## src/rtl/prbs_sat_counter.sv

```systemverilog
// prbs_sat_counter: up-counter that sticks at all-ones instead of wrapping.
//   clk     : clock, rising edge
//   reset_n : asynchronous active-low reset (count -> 0)
//   clear   : synchronous clear, takes priority over inc
//   inc     : increment request for this cycle
//   count   : registered count value
module prbs_sat_counter #(
  parameter int WIDTH = 32
) (
  input  logic             clk,
  input  logic             reset_n,
  input  logic             clear,
  input  logic             inc,
  output logic [WIDTH-1:0] count
);

  logic [WIDTH-1:0] count_q, count_d;

  always_comb begin
    count_d = count_q;
    if (clear) begin
      count_d = '0;
    end else if (inc && (count_q != '1)) begin
      count_d = count_q + WIDTH'(1);
    end
  end

  always_ff @(posedge clk or negedge reset_n) begin
    if (!reset_n) begin
      count_q <= '0;
    end else begin
      count_q <= count_d;
    end
  end

  assign count = count_q;

endmodule

```

## config.mk

```make
export PLATFORM = sky130hd
export DESIGN_NAME = prbs_sat_counter
export DESIGN_NICKNAME = d
export VERILOG_FILES = /design/src/rtl/prbs_sat_counter.sv
export SDC_FILE = /design/constraint.sdc
export NUM_CORES = 1
export LEC_CHECK = 0
export CAP_MARGIN = 25
export CORE_MARGIN = 5
export CORE_UTILIZATION = 46
export DETAILED_ROUTE_END_ITERATION = 8
export GPL_ROUTABILITY_DRIVEN = 0
export GPL_TIMING_DRIVEN = 0
export PLACE_DENSITY = 0.75
export SLEW_MARGIN = 10
export SYNTH_ARGS = -nofsm -noshare
export SYNTH_HDL_FRONTEND = slang
export SYNTH_SLANG_ARGS = --single-unit
export TNS_END_PERCENT = 20
```

## constraint.sdc

```tcl
create_clock -name clk -period 2.02 [get_ports clk]
set_input_delay 0.505 -clock clk [delete_from_list [all_inputs] [get_ports clk]]
set_output_delay 0.505 -clock clk [all_outputs]
set_load 0.1 [all_outputs]
```

==> out/qor.txt, run 1 <==
Status = finished clean
Die Ht = 73.49 um
Filler cell count = 312
CTS tree = yes
CORE AREA = 3943 sq um
GRT overflow = 0
Total number of vias = 1772
Post-Synth Simple-Gate Area = 30.50%
Tmin final = 2013 ps
CTS sink cnt = 32
Worst-case clock skew = 6.969 ps
Post-synthesis mux area share = 4.386%
RSZ-0062 raised after global routing = yes
Largest family of logic cells by synthesized area = simple AND/OR/NAND/NOR gates
Final Power = 1.285 mW
Ports = 36
Final wirelength = 5091 um
DRT iter0 DRCs = 152
Final Hold Fails = 0
EDFF count, synth = 0
Routed len/inst = 16.42 um
Cell taking the most area after synthesis = dfrtp_1
Xor and xnor area share after synthesis = 6.140%
Num CTS Buffers = 5
Ys flop type = dfrtp_1
Ordered list of cells on the worst path = nand4_1 -> buf_4 -> nor4_4 -> a21o_1 -> buf_6 -> clkbuf_16 -> or3_1 -> a21oi_1
First-pass GRT wire length = 7872 um
Routed vias/inst = 5.716
Sequential Area = 885.9 sq um
Post-DP HPWL = 3192 um
Final core utilization = 69.88%
YS warnings = 0
Slew @ Worst Pin = 722.4 ps
Syn nets = 203
Maxcap violations = 0
Layout cell share with drive strength beyond 1 = 47.31%
Top cell type's share of synthesized area = 43.18%
Cell Area, Placed = 2379 sq um
Netlist Area Pre-Place = 1854 sq um
Die X = 73.49 um
Multi-input gate area = 1122 sq um
Clock transition time at the flip-flop clock pins of the worst setup and hold paths = 70 ps
Post-route cell area = 2755 sq um
Clk_lat worst skew = 290 ps
Most common cell after layout, fill and taps aside = clkdlybuf4s15_2
Rel. slew slack = 51.84%
Largest register FFs = 32
Register area share after synthesis = 43.18%
Yosys reg bits = 32
Final Max Slew Viols = 0
Antenna-violating nets left = 0
Residual DRC = 0
Nets = 264
Critical Path AT = 2220 ps
Area grow syn2layout = 48.58%
Post-route clock period utilization = 99.63%
VDD IR max = 0.3599 mV
Fmax = 0.4969 GHz
Yosys cell types = 42
Final setup fails = 0
Avg Cell Area, Syn = 9.365 sq um
DIE AREA = 5401 sq um
Initial Util = 47.03%
HP Class = in -> async
Static leakage = 1.083 nW
CP Launch Type = flip-flop
Synth Area in Compound Gates = 11.94%
Async set-or-reset flop fraction in the synthesized netlist = 100.0%
Syn Inst Count = 198
Vias in the first global route = 1660
CTS Buffer Depth = 2
Overall routing resource usage = 18.87%
Synth area leaders = dfrtp_1 43%, nor2_1 5.3%, xnor2_1 4.7%, nand3_1 3.2%, mux2_2 3.0%
Required time of the critical path = 2230 ps
CP Max Fanout = 6
Ant diodes = 0
CP endpoint kind = flip-flop
H-tree depth = 2
Core Rows = 23
Initial antenna violation count = 0
Pwr dens = 466.5 nW/um^2
Critical Path Max Stage Delay = 500 ps
Critical path type = reg -> reg
Most frequent cells in the layout = 27 x clkdlybuf4s15_2, 26 x nor2_1, 18 x buf_4, 18 x dfrtp_4, 14 x dfrtp_2
Worst path slowest cell = dfrtp_4
Synth Area in Adders = 0.6748%
Clk root buf = clkbuf_8
PortBufs = 35
Drt first pass iters = 4
Largest net degree at the start of global routing = 33
where the power goes:
group	internal, mW	switching (mW)	total, mW
clock	0.272	0.252	0.523
combinational	0.0315	0.0771	0.109
sequential	0.647	0.00676	0.653
total	0.950	0.335	1.29
cell families (layout without fill, tap and decap cells):
| family | Yosys count | after routing |
|---|---|---|
| and+or+nand+nor | 99 | 99 |
| xor gates and xnor gates | 13 | 13 |
| AOI/OAI and AO/OA | 32 | 32 |
| muxes | 7 | 7 |
| buffers and inverters | 14 | 76 |
| adders and majority gates | 1 | 1 |
| DFF | 32 | 32 |
cells in the mapped netlist, types with 2 or more instances:
master	count
xnor2_1	10
inv_1	7
nor3_1	4
and2_1	3
and3_1	7
or3_1	5
nand2_1	11
mux2_2	5
a211oi_1	5
nand3_1	12
nor4_1	4
dfrtp_1	32
clkbuf_1	4
buf_2	2
nand4_1	6
nor2b_1	6
nor2_1	26
a21oi_1	11
or4_1	3
a21o_1	3
a31o_2	2
o21ai_0	4
xor2_1	3
nor4_2	2
o31ai_1	3
nand2b_1	2
stage by stage:
step	setup WS (ps)	TNS, ps	std cells	hold WS [ps]
3_3_place_gp	-522.7	-19560	283	570.5
6_report	7.390	0	310	266.1
5_1_grt	-47.03	-263.0	310	327.4
3_5_place_dp	-543.9	-7722	283	552.7
2_1_floorplan	-149.5	-956.0	198	209.4
4_1_cts	-61.91	-100.5	291	285.0
worst paths after layout:
kind	slack [ps]	cells after the start	from	end
worst max-delay path	7	8	count[18]	count[13]
worst min-delay path	270	1	reset_n	count[4]
worst max register to register	7	8	count[18]	count[13]
worst min register to register	590	2	count[28]	count[28]
max in group asynchronous	1220	1	reset_n	count[26]
min in group clk	590	2	count[28]	count[28]
worst max-delay path: cells and delay by family (launching register included):
kind                   cells  cell delay (ps)
buffers and inverters      3              480
AOI/OAI and AO/OA          2              380
and+or+nand+nor            3              550
DFF                        1              500
cell type report:
cell class	count	share of cell area, %
plain buffers	7	1.771
clock buffers	6	2.997
clock inverters	2	0.3633
inverters	7	0.9537
multi-input cells	152	40.74
flip-flops and latches	32	32.15
well taps	50	2.271
repair buffers	54	18.76
routing by layer:
layer	global-route usage, %	up-vias	wire length (um)
li1	-	831	-
met5	0	-	0
met4	8.048	0	97
met3	4.104	10	197
met2	29.63	47	2530
met1	25.02	884	2264
what timing repair did:
action | 4_1_cts | 5_1_grt
resized for setup | 101 | 20
pin swaps | 6 | 9
hold buffers | 0 | 0
setup endpoints to repair | 44 | 20
gates cloned | 0 | 2
buffers inserted | 0 | 17
Note: power is estimated with default switching activity, not from simulation.
==> inputs of run 2 (changes only) <==
==> constraint.sdc (replaced) <==
create_clock -name clk -period 2.02 [get_ports clk]
set_input_delay 0.303 -clock clk [delete_from_list [all_inputs] [get_ports clk]]
set_output_delay 0.303 -clock clk [all_outputs]
set_load 0.1 [all_outputs]
==> run 2 against run 1 <==
- non-clock buffer count is 10 lower
- clock skew decreased by 2.3 ps
- die area stayed put
- worst hold slack worse by 200 ps
- sequential share of layout area is 2.5 points higher
- largest cell class unchanged
- global-route usage down 0.46 points
==> out/qor.txt, run 2 (synthesis gave the netlist of run 1 again) <==
Status = finished clean
Drt first pass iters = 5 (+1)
Clk root buf = clkbuf_8
Pwr dens = 495.0 nW/um^2 (+6.1%)
Filler cell count = 342 (+9.6%)
Num CTS Buffers = 5 (unchanged)
Net Sw Frac = 25.52% (-0.58 points)
Ports = 36 (unchanged)
Static leakage = 1.109 nW (+2.4%)
Routed len/inst = 15.61 um (-4.9%)
Final setup fails = 0 (unchanged)
Nets = 254 (-3.8%)
CTS Buffer Depth = 2 (unchanged)
Final Max Slew Viols = 0 (unchanged)
Hold_ws = 70.70 ps (-195.4 ps)
TNS Setup = 0 ps (unchanged)
Total number of vias = 1707 (-3.7%)
Antenna-violating nets left = 0 (unchanged)
Clock transition time at the flip-flop clock pins of the worst setup and hold paths = 70 ps (about the same)
Worst-case clock skew = 4.632 ps (-2.337 ps)
Most common cell after layout, fill and taps aside = dlygate4sd2_1
PortBufs = 35 (unchanged)
Required time of the critical path = 2230 ps (about the same)
Final wirelength = 4683 um (-8.0%)
GRT overflow = 0 (unchanged)
HP Class = in -> async
Most frequent cells in the layout = 32 x dlygate4sd2_1, 26 x nor2_1, 18 x dfrtp_4, 14 x dfrtp_2
DIE AREA = 5401 sq um (unchanged)
Critical path type = reg -> reg
First-pass GRT wire length = 7700 um (-2.2%)
Clk_lat worst skew = 290 ps (about the same)
Psw = 0.3229 mW (-3.8%)
Overall routing resource usage = 18.42% (-0.46 points)
Maxcap violations = 0 (unchanged)
CTS tree = yes
Largest net degree at the start of global routing = 33 (unchanged)
Rel. slew slack = 35.82% (-16 points)
Critical Path AT = 2210 ps (about the same)
Routed vias/inst = 5.690 (-0.46%)
Residual DRC = 0 (unchanged)
RSZ-0062 raised after global routing = yes
Final core utilization = 64.84% (-5.0 points)
Post-DP HPWL = 3192 um (unchanged)
Flop pwr share = 51.7% (+0.9 points)
Die Ht = 73.49 um (unchanged)
Sequential Area = 885.9 sq um (unchanged)
VDD IR max = 0.3784 mV (+5.1%)
CP endpoint kind = flip-flop
Area grow syn2layout = 37.85%
Final Power = 1.265 mW (-1.6%)
Clock share of power = 40.6% (about the same)
Initial Util = 47.03% (unchanged)
Tmin final = 2004 ps (-8.897 ps)
Die X = 73.49 um (unchanged)
Multi-input gate area = 1067 sq um (-4.9%)
Combinational share of power = 7.7% (-0.8 points)
Fmax = 0.4991 GHz (+0.44%)
Slew @ Worst Pin = 966.6 ps (+244.2 ps)
Vias in the first global route = 1637 (-1.4%)
Post-route clock period utilization = 99.19% (-0.44 points)
CTS sink cnt = 32 (unchanged)
CP Launch Type = flip-flop
DRT iter0 DRCs = 113 (-26%)
CP Max Fanout = 9 (+3)
Ant diodes = 0 (unchanged)
Core Rows = 23 (unchanged)
Initial antenna violation count = 0 (unchanged)
Layout cell share with drive strength beyond 1 = 31.20% (-16 points)
CORE AREA = 3943 sq um (unchanged)
H-tree depth = 2 (unchanged)
Int Pwr = 0.9424 mW (-0.79%)
Largest register FFs = 32 (unchanged)
Final Hold Fails = 0 (unchanged)
## run 2: final timing paths
check,start,endpoint,slack (ps),depth (start not counted)
max,count[19],count[25],20,5
min,reset_n,count[4],70,1
max reg2reg,count[19],count[25],20,5
min reg2reg,count[28],count[28],580,2
max in group asynchronous,reset_n,count[26],1410,1
min in group clk,count[28],count[28],580,2
## run 2: worst max-delay path: stages (launching register included)
cell and delay (ps):
dfrtp_4 430, nand4_1 290, or3_1 430, buf_6 160, or4_1 480, a21oi_2 140
## run 2: per-stage QoR
| stage | setup WS (ps) | area, sq um | std cells |
|---|---|---|---|
| final | 16.29 | 2556 | 300 |
| after global routing | -52.60 | 2556 | 300 |
| after CTS | -66.16 | 2444 | 291 |
| after detailed placement | -341.9 | 2379 | 283 |
| after global placement | -320.7 | 2384 | 283 |
| after floorplan | -149.5 | 1971 | 198 |
## run 2: timing repair
| item | in CTS | in global routing |
|---|---|---|
| buffers inserted | 0 | 9 |
| hold buffers | 0 | 0 |
| endpoints found under the setup margin | 44 | 13 |
| pin swaps | 4 | 5 |
| gates resized for setup | 34 | 11 |
## run 2: layout make-up
| cell class | count | share of cell area, % |
|---|---|---|
| Clock inverter | 2 | 0.3916 |
| Sequential cell | 32 | 34.65 |
| Multi-Input combinational cell | 152 | 41.75 |
| Clock buffer | 6 | 3.231 |
| Buffer | 7 | 1.909 |
| Timing Repair Buffer | 44 | 14.59 |
| Inverter | 7 | 1.028 |
| Tap cell | 50 | 2.447 |
## run 2: power by group through the flow
| stage | clock network [mW] | logic (mW) | registers (mW) |
|---|---|---|---|
| floorplan | 0 | 0.0295 | 0.698 |
| global placement | 0 | 0.0975 | 0.668 |
| detailed placement | 0 | 0.0979 | 0.668 |
| CTS | 0.531 | 0.0950 | 0.654 |
| global route | 0.569 | 0.106 | 0.654 |
| finish | 0.514 | 0.0973 | 0.654 |
## run 2: per-layer routing
metal	wire (um)	GRT usage [%]	vias up	part of all wire [%]
met1	2169	24.50	843	46
met4	91	7.445	0	1.9
met3	191	4.104	10	4.1
met2	2230	28.94	39	48
met5	0	0	-	0
li1	-	-	815	-
